$ cat config.mk
export PLATFORM = sky130hd
export DESIGN_NAME = pkt_tx_fmb
export DESIGN_NICKNAME = d
export VERILOG_FILES = /design/src/rtl/pkt_pkg.sv /design/src/rtl/pkt_word_mux.sv /design/src/rtl/pkt_tx_fmb.sv
export SDC_FILE = /design/constraint.sdc
export NUM_CORES = 1
export LEC_CHECK = 0
export BUFFER_PORTS_ARGS = -buffer_cell sky130_fd_sc_hd__buf_4
export CORE_ASPECT_RATIO = 2
export CORE_MARGIN = 1
export CORE_UTILIZATION = 49
export CTS_BUF_LIST = sky130_fd_sc_hd__clkbuf_4
export CTS_CLUSTER_DIAMETER = 40
export DETAILED_ROUTE_END_ITERATION = 8
export GPL_TIMING_DRIVEN = 0
export MAX_ROUTING_LAYER = met4
export PLACE_DENSITY = 0.8
export SLEW_MARGIN = 20
export SYNTH_ARGS = -nofsm -noshare
export SYNTH_HDL_FRONTEND = slang
export SYNTH_SLANG_ARGS = --single-unit
$ cat constraint.sdc
create_clock -name clk -period 2.7 [get_ports clk]
set_input_delay 0 -clock clk [delete_from_list [all_inputs] [get_ports clk]]
set_output_delay 0 -clock clk [all_outputs]
set_load 0.005 [all_outputs]
$ cat src/rtl/pkt_pkg.sv
// Shared packet definitions for the EER-RL framer and the receive-side Q-table block.
// Header word: [15:12] type, [11:8] LEN (words incl. header, excl. checksum), [7:0] seq.
package pkt_pkg;

    localparam int WORD_WIDTH = 16;
    localparam int SEQ_WIDTH  = 8;

    typedef enum logic [1:0] {
        NONE = 2'd0,
        HB   = 2'd1,
        DATA = 2'd2,
        CHA  = 2'd3
    } pkt_type_e;

    localparam logic [3:0] LEN_HB   = 4'd7;
    localparam logic [3:0] LEN_DATA = 4'd6;
    localparam logic [3:0] LEN_CHA  = 4'd5;

    localparam int HDR_TYPE_LSB = 12;
    localparam int HDR_LEN_LSB  = 8;
    localparam int HDR_SEQ_LSB  = 0;

    typedef struct packed {
        logic [WORD_WIDTH-1:0] myID;
        logic [WORD_WIDTH-1:0] myHops;
        logic [WORD_WIDTH-1:0] myQValue;
        logic [WORD_WIDTH-1:0] myEnergy;
        logic [WORD_WIDTH-1:0] hopsFromCH;
        logic [WORD_WIDTH-1:0] chosenCH;
        logic [WORD_WIDTH-1:0] chosenHop;
        logic [WORD_WIDTH-1:0] payload;
    } node_snap_t;

    function automatic logic [3:0] pktLen(pkt_type_e t);
        case (t)
            HB:      return LEN_HB;
            DATA:    return LEN_DATA;
            CHA:     return LEN_CHA;
            default: return 4'd0;
        endcase
    endfunction

    function automatic logic [WORD_WIDTH-1:0] packHeader(pkt_type_e t, logic [SEQ_WIDTH-1:0] seq);
        logic [WORD_WIDTH-1:0] h;
        h = '0;
        h[HDR_TYPE_LSB +: 4]        = {2'b00, t};
        h[HDR_LEN_LSB +: 4]         = pktLen(t);
        h[HDR_SEQ_LSB +: SEQ_WIDTH] = seq;
        return h;
    endfunction

endpackage

$ cat src/rtl/pkt_word_mux.sv
// Combinational packet word selection by (type, word index) from the latched node snapshot.
module pkt_word_mux
    import pkt_pkg::*;
(
    input  logic [1:0]            pktType,
    input  logic [3:0]            idx,
    input  logic [SEQ_WIDTH-1:0]  seq,
    input  logic [WORD_WIDTH-1:0] myID,
    input  logic [WORD_WIDTH-1:0] myHops,
    input  logic [WORD_WIDTH-1:0] myQValue,
    input  logic [WORD_WIDTH-1:0] myEnergy,
    input  logic [WORD_WIDTH-1:0] hopsFromCH,
    input  logic [WORD_WIDTH-1:0] chosenCH,
    input  logic [WORD_WIDTH-1:0] chosenHop,
    input  logic [WORD_WIDTH-1:0] payload,
    output logic [WORD_WIDTH-1:0] word
);

    always_comb begin
        word = '0;
        case (pkt_type_e'(pktType))
            HB: begin
                case (idx)
                    4'd0:    word = packHeader(HB, seq);
                    4'd1:    word = myID;
                    4'd2:    word = myHops;
                    4'd3:    word = myQValue;
                    4'd4:    word = myEnergy;
                    4'd5:    word = hopsFromCH;
                    4'd6:    word = chosenCH;
                    default: word = '0;
                endcase
            end
            DATA: begin
                case (idx)
                    4'd0:    word = packHeader(DATA, seq);
                    4'd1:    word = myID;
                    4'd2:    word = chosenHop;
                    4'd3:    word = myQValue;
                    4'd4:    word = myEnergy;
                    4'd5:    word = payload;
                    default: word = '0;
                endcase
            end
            CHA: begin
                case (idx)
                    4'd0:    word = packHeader(CHA, seq);
                    4'd1:    word = myID;
                    4'd2:    word = myHops;
                    4'd3:    word = myQValue;
                    4'd4:    word = myEnergy;
                    default: word = '0;
                endcase
            end
            default: word = '0;
        endcase
    end

endmodule

$ cat src/rtl/pkt_tx_fmb.sv
// Packet transmit framer: snapshots node state on start and streams one packet over valid/ready.
// Optional macro PKT_CHECKSUM_EN appends an XOR-of-all-words checksum beat.
//
// state | meaning
// IDLE  | waiting for start, start_ready=1
// SEND  | streaming words, index advances on each beat
// DONE  | one-cycle tx_done, seq increments
module pkt_tx_fmb
    import pkt_pkg::*;
(
    input  logic                  clk,
    input  logic                  rst,
    input  logic                  start,
    input  logic [1:0]            pktType,
    input  logic [WORD_WIDTH-1:0] myID,
    input  logic [WORD_WIDTH-1:0] myHops,
    input  logic [WORD_WIDTH-1:0] myQValue,
    input  logic [WORD_WIDTH-1:0] myEnergy,
    input  logic [WORD_WIDTH-1:0] hopsFromCH,
    input  logic [WORD_WIDTH-1:0] chosenCH,
    input  logic [WORD_WIDTH-1:0] chosenHop,
    input  logic [WORD_WIDTH-1:0] payload,
    output logic                  start_ready,
    output logic [WORD_WIDTH-1:0] tx_word,
    output logic                  tx_valid,
    output logic                  tx_last,
    input  logic                  tx_ready,
    output logic                  tx_done,
    output logic                  type_err
);

    typedef enum logic [1:0] {IDLE, SEND, DONE} state_e;

    state_e                state, nextState;
    pkt_type_e             typeQ;
    node_snap_t            snap;
    logic [SEQ_WIDTH-1:0]  seq;
    logic [3:0]            idx;
    logic [3:0]            lastIdx;
    logic                  typeErrQ;
    logic                  accept;
    logic                  beat;
    logic                  lastWord;
    logic [WORD_WIDTH-1:0] fieldWord;
`ifdef PKT_CHECKSUM_EN
    logic [WORD_WIDTH-1:0] csum;
`endif

    assign accept   = (state == IDLE) && start && (pktType != 2'd0);
    assign beat     = tx_valid & tx_ready;
    assign lastWord = (idx == lastIdx);
    assign tx_last  = tx_valid & lastWord;
    assign type_err = typeErrQ;

    pkt_word_mux uMux (
        .pktType    (typeQ),
        .idx        (idx),
        .seq        (seq),
        .myID       (snap.myID),
        .myHops     (snap.myHops),
        .myQValue   (snap.myQValue),
        .myEnergy   (snap.myEnergy),
        .hopsFromCH (snap.hopsFromCH),
        .chosenCH   (snap.chosenCH),
        .chosenHop  (snap.chosenHop),
        .payload    (snap.payload),
        .word       (fieldWord)
    );

    // With checksum the extra beat sits at index LEN, just past the last field.
`ifdef PKT_CHECKSUM_EN
    assign lastIdx = pktLen(typeQ);
    always_comb begin
        tx_word = '0;
        if (tx_valid)
            tx_word = (idx == pktLen(typeQ)) ? csum : fieldWord;
    end
`else
    assign lastIdx = pktLen(typeQ) - 4'd1;
    always_comb begin
        tx_word = '0;
        if (tx_valid)
            tx_word = fieldWord;
    end
`endif

    always_ff @(posedge clk) begin
        if (rst) state <= IDLE;
        else     state <= nextState;
    end

    always_comb begin
        nextState   = state;
        start_ready = 1'b0;
        tx_valid    = 1'b0;
        tx_done     = 1'b0;
        case (state)
            IDLE: begin
                start_ready = 1'b1;
                if (accept) nextState = SEND;
            end
            SEND: begin
                tx_valid = 1'b1;
                if (tx_ready && lastWord) nextState = DONE;
            end
            DONE: begin
                tx_done   = 1'b1;
                nextState = IDLE;
            end
            default: nextState = IDLE;
        endcase
    end

    always_ff @(posedge clk) begin
        if (rst) begin
            typeQ    <= NONE;
            snap     <= '0;
            seq      <= '0;
            idx      <= '0;
            typeErrQ <= 1'b0;
`ifdef PKT_CHECKSUM_EN
            csum     <= '0;
`endif
        end else begin
            typeErrQ <= (state == IDLE) && start && (pktType == 2'd0);
            if (accept) begin
                typeQ <= pkt_type_e'(pktType);
                snap  <= '{myID: myID, myHops: myHops, myQValue: myQValue, myEnergy: myEnergy,
                           hopsFromCH: hopsFromCH, chosenCH: chosenCH, chosenHop: chosenHop,
                           payload: payload};
                idx   <= '0;
`ifdef PKT_CHECKSUM_EN
                csum  <= '0;
`endif
            end else if (beat) begin
                idx   <= idx + 4'd1;
`ifdef PKT_CHECKSUM_EN
                csum  <= csum ^ tx_word;
`endif
            end
            if (state == DONE)
                seq <= seq + SEQ_WIDTH'(1);
        end
    end

endmodule
==> results of run 1 <==
-- cell usage in the layout (no fill, tap or decap), drive strengths merged, types with 5 or more instances in the layout --
| master | netlist | final |
|---|---|---|
| a211o | 6 | 6 |
| a21oi | 177 | 177 |
| a221o | 6 | 6 |
| a222oi | 8 | 8 |
| a22oi | 23 | 23 |
| buf | 39 | 203 |
| clkbuf | 36 | 52 |
| dfxtp | 145 | 145 |
| dlygate4sd3 | 0 | 135 |
| ha | 5 | 5 |
| inv | 5 | 15 |
| nand2 | 298 | 298 |
| nand3 | 9 | 9 |
| nor2 | 16 | 16 |
| nor3 | 9 | 9 |
| o21ai | 7 | 7 |
| o221ai | 8 | 8 |
| xnor2 | 5 | 5 |
| xor2 | 6 | 6 |
-- worst register-to-register path, cell delays in order, from the launching register on --
cell and delay [ns]:
sky130_fd_sc_hd__dfxtp_1 0.38, sky130_fd_sc_hd__nor2_1 0.18, sky130_fd_sc_hd__and2_1 0.23, sky130_fd_sc_hd__nand2_1 0.08
sky130_fd_sc_hd__dlygate4sd3_1 0.58, sky130_fd_sc_hd__a21oi_1 0.14, sky130_fd_sc_hd__dlygate4sd3_1 0.57
-- cell families after synthesis --
group           count (synthesis)  synth area share (%)
buf+inv                        80                  5.73
compound gates                265                  24.8
xor+xnor                       11                  1.48
flops                         145                  44.7
fa+ha+maj                       5                 0.964
mux                             3                 0.482
simple gates                  352                  21.8
-- per-stage QoR --
step	cell area, µm²	setup TNS, ns	std cells	hold slack (ns)
final	9660	0	1346	0.131
after global routing	9660	-0.0434	1346	0.120
after CTS	9580	0	1341	0.110
after detailed placement	7830	0	1166	0.206
after global placement	7830	0	1166	0.199
after floorplan	6490	0	861	0.0767
-- metal layers --
metal | GRT usage (%) | up-vias
met2 | 73.5 | 488
met1 | 36.7 | 3656
met4 | 37.2 | 0
li1 | - | 3602
met3 | 7.30 | 189
met5 | - | -
-- repair_timing --
item | CTS | global route
hold endpoints to repair | 137 | 0
gates cloned | 0 | 0
resized for setup | 27 | 21
buffers inserted | 9 | 2
hold buffers | 135 | 0
setup endpoints to repair | 16 | 16
pin swaps | 7 | 7
-- layout make-up --
type	instances	area, µm²
Fill cell	928	3330
Clock buffer	17	128
Tap cell	152	190
Multi-Input combinational cell	636	3280
Antenna cell	3	7.51
Clock inverter	15	135
Timing Repair Buffer	299	2580
Sequential cell	145	2910
Buffer	74	409
Inverter	5	18.8
-- sequential cells by signal (all words and copies together), names as in the netlist --
| signal | cells |
|---|---|
| seq | 8 |
| snap | 128 |
| state | 2 |
| typeQ | 2 |
| type_err | 1 |
| idx | 4 |
-- report_power, final --
| group | leakage, nW | switching (mW) | internal, mW |
|---|---|---|---|
| registers | 1.19 | 0.102 | 2.26 |
| logic | 2.56 | 0.389 | 0.401 |
| clock network | 0.137 | 0.926 | 0.403 |
| total | 3.89 | 1.42 | 3.06 |
-- worst min-delay path by stage --
| stage | startpoint | endpoint | slack, ns | cells after the start |
|---|---|---|---|---|
| 2_1_floorplan | pktType[1] | type_err | 0.08 | 1 |
| 3_3_place_gp | pktType[1] | type_err | 0.20 | 2 |
| 3_5_place_dp | pktType[1] | type_err | 0.21 | 2 |
| 4_1_cts | rst | snap[66] | 0.11 | 3 |
| 5_1_grt | rst | snap[102] | 0.12 | 3 |
| 6_report | rst | snap[90] | 0.13 | 3 |
-- Yosys cell counts, types with 3 or more instances --
library cell / instances
sky130_fd_sc_hd__o32a_1: 3
sky130_fd_sc_hd__nand2_1: 298
sky130_fd_sc_hd__a222oi_1: 8
sky130_fd_sc_hd__buf_1: 3
sky130_fd_sc_hd__or3_1: 3
sky130_fd_sc_hd__o21ai_0: 6
sky130_fd_sc_hd__a221o_1: 6
sky130_fd_sc_hd__inv_1: 5
sky130_fd_sc_hd__xnor2_1: 5
sky130_fd_sc_hd__buf_2: 27
sky130_fd_sc_hd__nor2_1: 16
sky130_fd_sc_hd__a21oi_1: 177
sky130_fd_sc_hd__a22oi_1: 23
sky130_fd_sc_hd__and3_1: 4
sky130_fd_sc_hd__a21o_1: 3
sky130_fd_sc_hd__o22ai_1: 3
sky130_fd_sc_hd__dfxtp_1: 145
sky130_fd_sc_hd__ha_1: 5
sky130_fd_sc_hd__a211o_1: 6
sky130_fd_sc_hd__buf_4: 8
sky130_fd_sc_hd__nand3_1: 9
sky130_fd_sc_hd__nor3_1: 9
sky130_fd_sc_hd__xor2_1: 6
sky130_fd_sc_hd__a21boi_0: 3
sky130_fd_sc_hd__o221ai_1: 8
sky130_fd_sc_hd__clkbuf_1: 36
==> impl_summary.log, run 1 <==
INFO  metric power.total = 4.48 mW
INFO  metric timing.final.max_slew_violations = 0
INFO  metric row_count = 59
INFO  metric hold_viol = 0
INFO  metric nets_in_the_synthesized_netlist = 1000
INFO  metric detailedRoute.firstIterationViolations = 773
INFO  metric final-setup-viol-count = 0
INFO  metric wl_met3 = 1.64 mm
INFO  metric slew_headroom = 55.4%
INFO  metric cts_sink_count = 145
INFO  metric synthesis.yosys.warnings = 0
INFO  metric syn_area_per_cell = 7.54 µm²
INFO  metric die-width = 83.4 µm
INFO  metric cell_family_contributing_the_most_delay_on_the_critical_path = compound AO/OA/AOI/OAI gates
INFO  metric crit_path_end_kind = output port
INFO  metric leakage = 3.89 nW
INFO  metric die_area = 0.0137 mm²
INFO  metric ys_async_sr_fraction = 0%
INFO  metric arrival = 2.63 ns
INFO  metric run_status = finished, final reports clean
INFO  metric pin_count_of_the_biggest_net_entering_global_routing = 17
INFO  metric drc_violation_count_after_routing = 0
INFO  metric skew = 0.0160 ns
INFO  metric grt_first_pass_wirelength = 41.2 mm
INFO  metric clk_pin_slew = 0.16 ns
INFO  metric fmax = 381 MHz
INFO  metric dp_hpwl = 18.4 mm
INFO  metric synth_top_cells_by_area = sky130_fd_sc_hd__dfxtp_1 45%, sky130_fd_sc_hd__nand2_1 17%, sky130_fd_sc_hd__a21oi_1 14%
INFO  metric synth.cell_area = 0.00649 mm²
INFO  metric crit_required = 2.70 ns
INFO  metric fin_crit_sh = 97.3%
INFO  metric worstSetupStartpoint = idx[0]
INFO  metric layout.nets = 1317
INFO  metric timing.setup.critical_path_class = flip-flop to output port
INFO  metric starting_density_of_the_core = 49.9%
INFO  metric ctsLongestPathBuffers = 2
INFO  metric top_signal_layer_used = met4
INFO  metric final_period_minus_worst_setup_slack = 2.63 ns
INFO  metric post_drt_wl_per_cell = 20.5 µm
INFO  metric crit_slowest_cell = sky130_fd_sc_hd__dfxtp_4
INFO  metric grt_usage = 41.1%
INFO  metric synthDistinctLibCells = 55
INFO  metric rsz0062_at_grt = true
INFO  metric power_density = 464 mW/mm²
INFO  metric count_of_flip_flops_with_a_built_in_enable_after_synthesis = 0
INFO  metric cts_htree_levels = 4
INFO  metric critical_path.startpoint_type = flip-flop
INFO  metric rr_endpoint = typeQ[0]
INFO  metric post-place-ws = 0.157 ns
INFO  metric clockRootBuffer = sky130_fd_sc_hd__clkbuf_4
INFO  metric ys_seq_area_share = 44.7%
INFO  metric tightestPinTransition = 0.669 ns
INFO  metric setup_ws = 0.0742 ns
INFO  metric clock_insertion_delay_at_the_later_pin_of_the_skew_report = 0.60 ns
INFO  metric netlist_instances = 861
INFO  metric tritoncts = yes
INFO  metric reg2regPathDepth = 6
INFO  metric ys_seq_elements = 145
INFO  metric yosys.area.top_type_share = 44.7%
INFO  metric port_buffer_count = 153
INFO  metric internal_reg_to_reg_setup_slack = 0.48 ns
INFO  metric crit_path_cell_trace = inv_2 -> ha_1 -> buf_6 -> clkbuf_4 -> a221oi_2 -> nor2_1 -> a311oi_1 -> o221ai_1 -> buf_4
INFO  metric grt_antenna_before_repair = 3
INFO  metric critPathMaxStageDelay = 0.40 ns
INFO  metric holdCritPathClass = input pin to flip-flop
INFO  metric final_core_utilization = 74.3%
INFO  metric met2RoutedLength = 14.3 mm
INFO  metric max-vdd-ir-drop = 0.497 mV
INFO  metric detailedRoute.firstPassIterationCount = 7
INFO  metric max_cap_violations = 0
INFO  metric met1_length = 8.80 mm
INFO  metric cp_max_fo = 10
INFO  metric die_y = 165 µm
INFO  metric vias = 7935
INFO  metric critical_path_depth = 9
INFO  metric globalplace.congestion = 1.01
INFO  metric crit_end = tx_word[10]
INFO  metric core_box_area = 0.0130 mm²
INFO  metric wl = 27.5 mm
INFO  metric detail-route-antenna-nets = 0
INFO  metric drive_above_1_share = 21.8%
INFO  metric synth_area_leader_cell = sky130_fd_sc_hd__dfxtp_1
INFO  metric num_cts_buffers = 17
INFO  metric worstReg2RegStart = state[1]
INFO  metric postSynth.topFlopCell = sky130_fd_sc_hd__dfxtp_1
INFO  metric grt_pass1_vias = 7954
INFO  metric layout-area-overhead-vs-synth = 48.8%
INFO  metric via_per_inst = 5.90
INFO  metric cp_num_buf_inv = 4
INFO  metric top_level_ports = 155
INFO  metric total_overflow_reported_by_the_global_router = 0
Note: power is estimated with default switching activity, not from simulation.
==> run 2: changes to the inputs <==
Settings changed: CELL_PAD_IN_SITES_DETAIL_PLACEMENT set to 0, CELL_PAD_IN_SITES_GLOBAL_PLACEMENT set to 1, CORE_UTILIZATION 49 to 43, PLACE_DENSITY 0.8 to 0.94.
==> run 2 against run 1 <==
Compared with the run above: total power down 0.18%; core utilization shrank 8.8 points; design area is 0.49% higher; wire length fell by 2.7%; clock power about the same; non-clock buffer count unchanged; die area increased by 14%; sequential power about the same; register-to-register slack better by 0.10 ns; critical path type unchanged; largest power group unchanged.
==> impl_summary.log, run 2 (synthesis gave the netlist of run 1 again) <==
INFO  metric run_status = finished, final reports clean (unchanged)
INFO  metric hold_viol = 0 (unchanged)
INFO  metric num_cts_buffers = 17 (unchanged)
INFO  metric tightestPinTransition = 0.727 ns (was 0.669 ns)
INFO  metric grt_pass1_vias = 7592 (was 7954)
INFO  metric leakage = 3.90 nW (was 3.89 nW)
INFO  metric timing.setup.critical_path_class = flip-flop to output port (unchanged)
INFO  metric timing.final.max_slew_violations = 0 (unchanged)
INFO  metric vias = 7510 (was 7935)
INFO  metric die-width = 88.9 µm (was 83.4 µm)
INFO  metric cts_sink_count = 145 (unchanged)
INFO  metric cp_num_buf_inv = 3 (was 4)
INFO  metric largest_registers = snap: 128 flops, seq: 8 flops, idx: 4 flops (unchanged)
INFO  metric layout.nets = 1317 (unchanged)
INFO  metric wl_met3 = 1.28 mm (was 1.64 mm)
INFO  metric post-place-ws = 0.0809 ns (was 0.157 ns)
INFO  metric number_of_standard_cells_in_the_final_layout_excluding_fillers = 1387 (was 1346)
INFO  metric number_of_placed_instances_with_taps_included = 1209 (was 1166)
INFO  metric worst_hold_path.endpoint = snap[112] (was snap[90])
INFO  metric setup_ws = 0.0262 ns (was 0.0742 ns)
INFO  metric grt_usage = 36.1% (was 41.1%)
INFO  metric port_buffer_count = 153 (unchanged)
INFO  metric crit_path_end_kind = output port (unchanged)
INFO  metric holdCritPathClass = input pin to flip-flop (unchanged)
INFO  metric finalHoldWorstSlack = 0.164 ns (was 0.131 ns)
INFO  metric fmax = 374 MHz (was 381 MHz)
INFO  metric drc_violation_count_after_routing = 0 (unchanged)
INFO  metric reg2regPathDepth = 6 (unchanged)
INFO  metric grt_antenna_before_repair = 1 (was 3)
INFO  metric die_area = 0.0156 mm² (was 0.0137 mm²)
INFO  metric fin_crit_sh = 99.0% (was 97.3%)
INFO  metric drive_above_1_share = 21.8% (unchanged)
INFO  metric power.share.combinational = 17.3% (was 17.6%)
INFO  metric cp_max_fo = 4 (was 10)
INFO  metric crit_required = 2.70 ns (about the same)
INFO  metric critPathMaxStageDelay = 0.40 ns (about the same)
INFO  metric seqPwrFrac = 52.8% (was 52.7%)
INFO  metric clockRootBuffer = sky130_fd_sc_hd__clkbuf_4 (unchanged)
INFO  metric worstHoldStart = rst (unchanged)
INFO  metric wl = 26.8 mm (was 27.5 mm)
INFO  metric core_box_area = 0.0148 mm² (was 0.0130 mm²)
INFO  metric power_density = 461 mW/mm² (was 464 mW/mm²)
INFO  metric met2RoutedLength = 14.2 mm (was 14.3 mm)
INFO  metric pwr-share-clk = 29.9% (was 29.7%)
INFO  metric clk_pin_slew = 0.15 ns (was 0.16 ns)
INFO  metric layout_commonest_cell = sky130_fd_sc_hd__nand2_1 (unchanged)
INFO  metric starting_density_of_the_core = 43.8% (was 49.9%)
INFO  metric internal_reg_to_reg_setup_slack = 0.58 ns (was 0.48 ns)
INFO  metric tritoncts = yes (unchanged)
INFO  metric row_count = 63 (was 59)
INFO  metric slew_headroom = 51.5% (was 55.4%)
INFO  metric final-setup-viol-count = 0 (unchanged)
INFO  metric sum_of_negative_setup_slack = 0 ns (unchanged)
INFO  metric total_overflow_reported_by_the_global_router = 0 (unchanged)
INFO  metric globalplace.congestion = 0.981 (was 1.01)
INFO  metric cell_family_contributing_the_most_delay_on_the_critical_path = compound AO/OA/AOI/OAI gates (unchanged)
INFO  metric detail-route-antenna-nets = 0 (unchanged)
INFO  metric detailedRoute.firstPassIterationCount = 8 (was 7)
INFO  metric grt_first_pass_wirelength = 39.8 mm (was 41.2 mm)
INFO  metric cts_htree_levels = 4 (unchanged)
INFO  metric layout-area-overhead-vs-synth = 49.6% (was 48.8%)
INFO  metric met1_length = 8.94 mm (was 8.80 mm)
INFO  metric pin_count_of_the_biggest_net_entering_global_routing = 17 (unchanged)
INFO  metric layout.cells.most_common_list = 298 x sky130_fd_sc_hd__nand2_1, 180 x sky130_fd_sc_hd__buf_4, 176 x sky130_fd_sc_hd__a21oi_1 (was 298 x sky130_fd_sc_hd__nand2_1, 178 x sky130_fd_sc_hd__buf_4, 176 x sky130_fd_sc_hd__a21oi_1)
INFO  metric p_switching = 1.40 mW (was 1.42 mW)
INFO  metric internal_power = 3.07 mW (was 3.06 mW)
INFO  metric rr_endpoint = typeQ[0] (unchanged)
INFO  metric clock_insertion_delay_at_the_later_pin_of_the_skew_report = 0.56 ns (was 0.60 ns)
INFO  metric crit_path_cell_trace = nor3b_2 -> nand2_1 -> o21bai_2 -> buf_4 -> buf_4 -> o31ai_1 -> buf_4 (was inv_2 -> ha_1 -> buf_6 -> clkbuf_4 -> a221oi_2 -> nor2_1 -> a311oi_1 -> o221ai_1 -> buf_4)
INFO  metric power.total = 4.47 mW (was 4.48 mW)
INFO  metric dp_hpwl = 19.1 mm (was 18.4 mm)
INFO  metric skew = 0.0155 ns (was 0.0160 ns)
INFO  metric arrival = 2.67 ns (was 2.63 ns)
INFO  metric worstReg2RegStart = state[1] (unchanged)
INFO  metric crit_slowest_cell = sky130_fd_sc_hd__dfxtp_1 (was sky130_fd_sc_hd__dfxtp_4)
INFO  metric critical_path.startpoint_type = flip-flop (unchanged)
INFO  metric via_per_inst = 5.41 (was 5.90)
INFO  metric detailedRoute.firstIterationViolations = 590 (was 773)
INFO  metric ctsLongestPathBuffers = 2 (unchanged)
INFO  metric number_of_flip_flops_under_the_largest_register_name = 128 (unchanged)
INFO  metric max_cap_violations = 0 (unchanged)
INFO  metric post_drt_wl_per_cell = 19.3 µm (was 20.5 µm)
INFO  metric top_signal_layer_used = met4 (unchanged)
INFO  metric rsz0062_at_grt = true (unchanged)
INFO  metric min_path_cells = 3 (unchanged)
INFO  metric top_level_ports = 155 (unchanged)
INFO  metric critPathMostFrequentCell = sky130_fd_sc_hd__buf_4
INFO  metric die_y = 176 µm (was 165 µm)
INFO  metric largest-register = snap (unchanged)
INFO  metric final_period_minus_worst_setup_slack = 2.67 ns (was 2.63 ns)
INFO  metric n_fill_cell = 1320 (was 928)
INFO  metric max-vdd-ir-drop = 0.369 mV (was 0.497 mV)
INFO  metric swShare = 31.3% (was 31.6%)
==> run 2: cell types whose count changed in the layout (fill, tap and decap cells not counted), moves of 2 or more <==
cell	before	now
sky130_fd_sc_hd__buf_4	178	180
sky130_fd_sc_hd__clkinvlp_4	3	1
sky130_fd_sc_hd__diode_2	3	1
sky130_fd_sc_hd__inv_8	3	5
==> run 2: worst min-delay path, cell delays in order <==
cell                       delay, ns
sky130_fd_sc_hd__clkbuf_1       0.23
sky130_fd_sc_hd__clkbuf_1       0.30
sky130_fd_sc_hd__a21oi_1        0.16
==> run 2: final cells by class <==
type,count,area [µm²],area share [%]
antenna,1,2.50,0.0258
multi-input combinational,636,3270,33.7
timing repair buffer,299,2580,26.6
clock inverter,15,139,1.43
tap,195,244,2.51
sequential,145,2910,30.0
inverter,5,21.3,0.219
buffer,74,408,4.20
clock buffer,17,128,1.31
==> run 2: per-layer routing <==
metal  vias up  global-route usage, %
li1       3596                      -
met1      3458                   33.0
met2       328                   63.9
met3       128                   6.06
met4         0                   28.2
met5         -                      -
==> run 2: power by group through the flow <==
stage	combinational, mW	sequential, mW	clock (mW)
final	0.774	2.36	1.34
after global routing	0.840	2.37	1.46
after CTS	0.755	2.35	1.35
after detailed placement	0.586	2.40	0
after global placement	0.578	2.40	0
after floorplan	0.315	2.35	0
==> run 2: timing repair <==
action                                 in CTS  in global routing
cloned                                      0                  0
endpoints found under the hold margin     137                  0
hold buffers                              135                  0
gates resized for setup                    33                 13
setup endpoints to repair                  16                 15
pin swaps                                   8                  4
buffers inserted                           10                  1
==> run 2: metrics by stage <==
stage	instance area, µm²	util (%)
2_1_floorplan	6490	-
3_3_place_gp	7880	53.2
3_5_place_dp	7880	53.2
4_1_cts	9660	65.2
5_1_grt	9710	65.5
6_report	9710	65.5
==> run 2: worst max-delay path by stage <==
stage	startpoint	end	slack, ns	cells after the start
final	state[0]	tx_word[15]	0.03	7
after global routing	idx[1]	tx_word[2]	-0.06	10
after CTS	idx[1]	tx_word[2]	0.01	10
after detailed placement	idx[0]	tx_word[0]	0.08	9
after global placement	idx[0]	tx_word[0]	0.07	9
after floorplan	idx[0]	tx_word[5]	0.90	9
==> run 3: changes to the inputs <==
Settings changed: MAX_ROUTING_LAYER met4 to unset.
==> run 3 against run 2 <==
Compared with the run above: design area up 0.75%; critical endpoint is now tx_word[8]; die area unchanged; largest cell class unchanged; sequential power about the same; clock skew up 0.0029 ns; clock power about the same.
==> impl_summary.log, run 3 (synthesis gave the netlist of run 1 again) <==
INFO  metric min_path_cells = 3 (unchanged)
INFO  metric leakage = 3.91 nW (was 3.90 nW)
INFO  metric crit_path_end_kind = output port (unchanged)
INFO  metric layout-area-overhead-vs-synth = 50.7% (was 49.6%)
INFO  metric ctsLongestPathBuffers = 2 (unchanged)
INFO  metric max_cap_violations = 0 (unchanged)
INFO  metric final_period_minus_worst_setup_slack = 2.64 ns (was 2.67 ns)
INFO  metric die_area = 0.0156 mm² (unchanged)
INFO  metric detailedRoute.firstPassIterationCount = 5 (was 8)
INFO  metric num_cts_buffers = 17 (unchanged)
INFO  metric globalplace.congestion = 0.959 (was 0.981)
INFO  metric reg2regPathDepth = 6 (unchanged)
INFO  metric grt_usage = 34.7% (was 36.1%)
INFO  metric number_of_flip_flops_under_the_largest_register_name = 128 (unchanged)
INFO  metric power_density = 461 mW/mm² (about the same)
INFO  metric internal_reg_to_reg_setup_slack = 0.54 ns (was 0.58 ns)
INFO  metric run_status = finished, final reports clean (unchanged)
INFO  metric layout_commonest_cell = sky130_fd_sc_hd__nand2_1 (unchanged)
INFO  metric dp_hpwl = 19.0 mm (was 19.1 mm)
INFO  metric skew = 0.0184 ns (was 0.0155 ns)
INFO  metric tightestPinTransition = 0.762 ns (was 0.727 ns)
INFO  metric cts_htree_levels = 4 (unchanged)
INFO  metric rsz0062_at_grt = true (unchanged)
INFO  metric grtUsageMet2 = 60.8% (was 63.9%)
INFO  metric critical_path.startpoint_type = flip-flop (unchanged)
INFO  metric final-setup-viol-count = 0 (unchanged)
INFO  metric detailedRoute.firstIterationViolations = 491 (was 590)
INFO  metric number_of_placed_instances_with_taps_included = 1209 (unchanged)
INFO  metric die_y = 176 µm (unchanged)
INFO  metric number_of_standard_cells_in_the_final_layout_excluding_fillers = 1388 (was 1387)
INFO  metric starting_density_of_the_core = 43.8% (unchanged)
INFO  metric largest-register = snap (unchanged)
INFO  metric detail-route-antenna-nets = 0 (unchanged)
INFO  metric via_per_inst = 5.46 (was 5.41)
INFO  metric clockRootBuffer = sky130_fd_sc_hd__clkbuf_4 (unchanged)
INFO  metric groute.layer.met1.usage = 34.1% (was 33.0%)
INFO  metric power.total = 4.51 mW (was 4.47 mW)
INFO  metric clock_insertion_delay_at_the_later_pin_of_the_skew_report = 0.57 ns (was 0.56 ns)
INFO  metric max-vdd-ir-drop = 0.370 mV (was 0.369 mV)
INFO  metric total_overflow_reported_by_the_global_router = 0 (unchanged)
INFO  metric drive_above_1_share = 22.3% (was 21.8%)
INFO  metric top_level_ports = 155 (unchanged)
INFO  metric post_drt_wl_per_cell = 19.0 µm (was 19.3 µm)
INFO  metric seq_area = 0.00291 mm² (about the same)
INFO  metric fin_crit_sh = 97.8% (was 99.0%)
INFO  metric n_fill_cell = 1273 (was 1320)
INFO  metric layout.cells.most_common_list = 298 x sky130_fd_sc_hd__nand2_1, 179 x sky130_fd_sc_hd__buf_4, 176 x sky130_fd_sc_hd__a21oi_1 (was 298 x sky130_fd_sc_hd__nand2_1, 180 x sky130_fd_sc_hd__buf_4, 176 x sky130_fd_sc_hd__a21oi_1)
INFO  metric tritoncts = yes (unchanged)
INFO  metric crit_required = 2.70 ns (about the same)
INFO  metric largest_registers = snap: 128 flops, seq: 8 flops, idx: 4 flops (unchanged)
INFO  metric drc_violation_count_after_routing = 0 (unchanged)
INFO  metric fmax = 379 MHz (was 374 MHz)
INFO  metric gr-max-usage-layer = met2 (unchanged)
INFO  metric hold_viol = 0 (unchanged)
INFO  metric clk_pin_slew = 0.15 ns (about the same)
INFO  metric arrival = 2.64 ns (was 2.67 ns)
INFO  metric post-place-ws = 0.109 ns (was 0.0809 ns)
INFO  metric wl = 26.4 mm (was 26.8 mm)
INFO  metric port_buffer_count = 153 (unchanged)
INFO  metric grt_pass1_vias = 7490 (was 7592)
INFO  metric row_count = 63 (unchanged)
INFO  metric timing.setup.critical_path_class = flip-flop to output port (unchanged)
INFO  metric setup_ws = 0.0592 ns (was 0.0262 ns)
INFO  metric holdCritPathClass = input pin to flip-flop (unchanged)
INFO  metric grt_first_pass_wirelength = 39.6 mm (was 39.8 mm)
INFO  metric slew_headroom = 49.2% (was 51.5%)
INFO  metric core_box_area = 0.0148 mm² (unchanged)
INFO  metric timing.final.max_slew_violations = 0 (unchanged)
INFO  metric pin_count_of_the_biggest_net_entering_global_routing = 17 (unchanged)
INFO  metric cts_sink_count = 145 (unchanged)
INFO  metric globalRouteMet3Util = 6.11% (was 6.06%)
INFO  metric cp_max_fo = 4 (unchanged)
INFO  metric area_of_the_multi_input_gates = 0.00331 mm² (was 0.00327 mm²)
INFO  metric layout.nets = 1318 (was 1317)
INFO  metric die-width = 88.9 µm (unchanged)
INFO  metric grt_antenna_before_repair = 1 (unchanged)
INFO  metric vias = 7580 (was 7510)
## run 3: cell count changes in the layout (fill, tap and decap cells not counted), moves of 2 or more
cell                         delta
sky130_fd_sc_hd__o221ai_2       +2
sky130_fd_sc_hd__clkinvlp_4     +2
sky130_fd_sc_hd__inv_8          -4
sky130_fd_sc_hd__clkbuf_4       +2
sky130_fd_sc_hd__o221ai_1       -2
## run 3: final timing paths
check	end	startpoint
setup / recovery	tx_word[8]	state[0]
hold / removal	snap[90]	rst
setup reg to reg	typeQ[1]	state[1]
hold reg to reg	snap[99]	snap[99]
## run 3: timing repair
action	in CTS	in global routing
setup buffers	8	4
hold buffers	135	0
endpoints found under the setup margin	16	15
gates resized for setup	31	27
hold endpoints to repair	137	0
pin swaps	7	7
## run 3: area by class of cell
type	count	share of cell area (%)
Multi-Input combinational cell	636	33.9
Sequential cell	145	29.8
Timing Repair Buffer	300	26.5
Buffer	74	4.33
Tap cell	195	2.50
Clock inverter	15	1.51
Clock buffer	17	1.31
Inverter	5	0.230
Antenna cell	1	0.0256
## run 3: per-stage QoR
stage / setup TNS (ns) / hold WS, ns / area (µm²) / utilization (%)
CTS: 0 / 0.110 / 9660 / 65.2
floorplan: 0 / 0.0767 / 6490 / -
global route: -0.0718 / 0.179 / 9780 / 66.0
global placement: 0 / 0.196 / 7880 / 53.2
finish: 0 / 0.138 / 9780 / 66.0
detailed placement: 0 / 0.202 / 7880 / 53.2
## run 3: critical path: stages (launching register included)
cell and delay (ns):
sky130_fd_sc_hd__dfxtp_1 0.40, sky130_fd_sc_hd__nor3b_2 0.39, sky130_fd_sc_hd__nand2_1 0.18, sky130_fd_sc_hd__or3_4 0.43, sky130_fd_sc_hd__o22a_1 0.23, sky130_fd_sc_hd__o21ai_0 0.27, sky130_fd_sc_hd__buf_4 0.17
## run 3: where the power goes
| part | leakage [nW] | internal, mW | switching [mW] | total [mW] |
|---|---|---|---|---|
| combinational | 2.58 | 0.402 | 0.375 | 0.777 |
| clock | 0.144 | 0.483 | 0.891 | 1.37 |
| sequential | 1.19 | 2.26 | 0.103 | 2.36 |
| total | 3.91 | 3.14 | 1.37 | 4.51 |
## run 3: metal layers
layer | wire length, µm | up-vias
met5 | 0 | -
met4 | 2460 | 0
met3 | 1340 | 105
met2 | 13600 | 320
met1 | 9030 | 3556
li1 | - | 3599
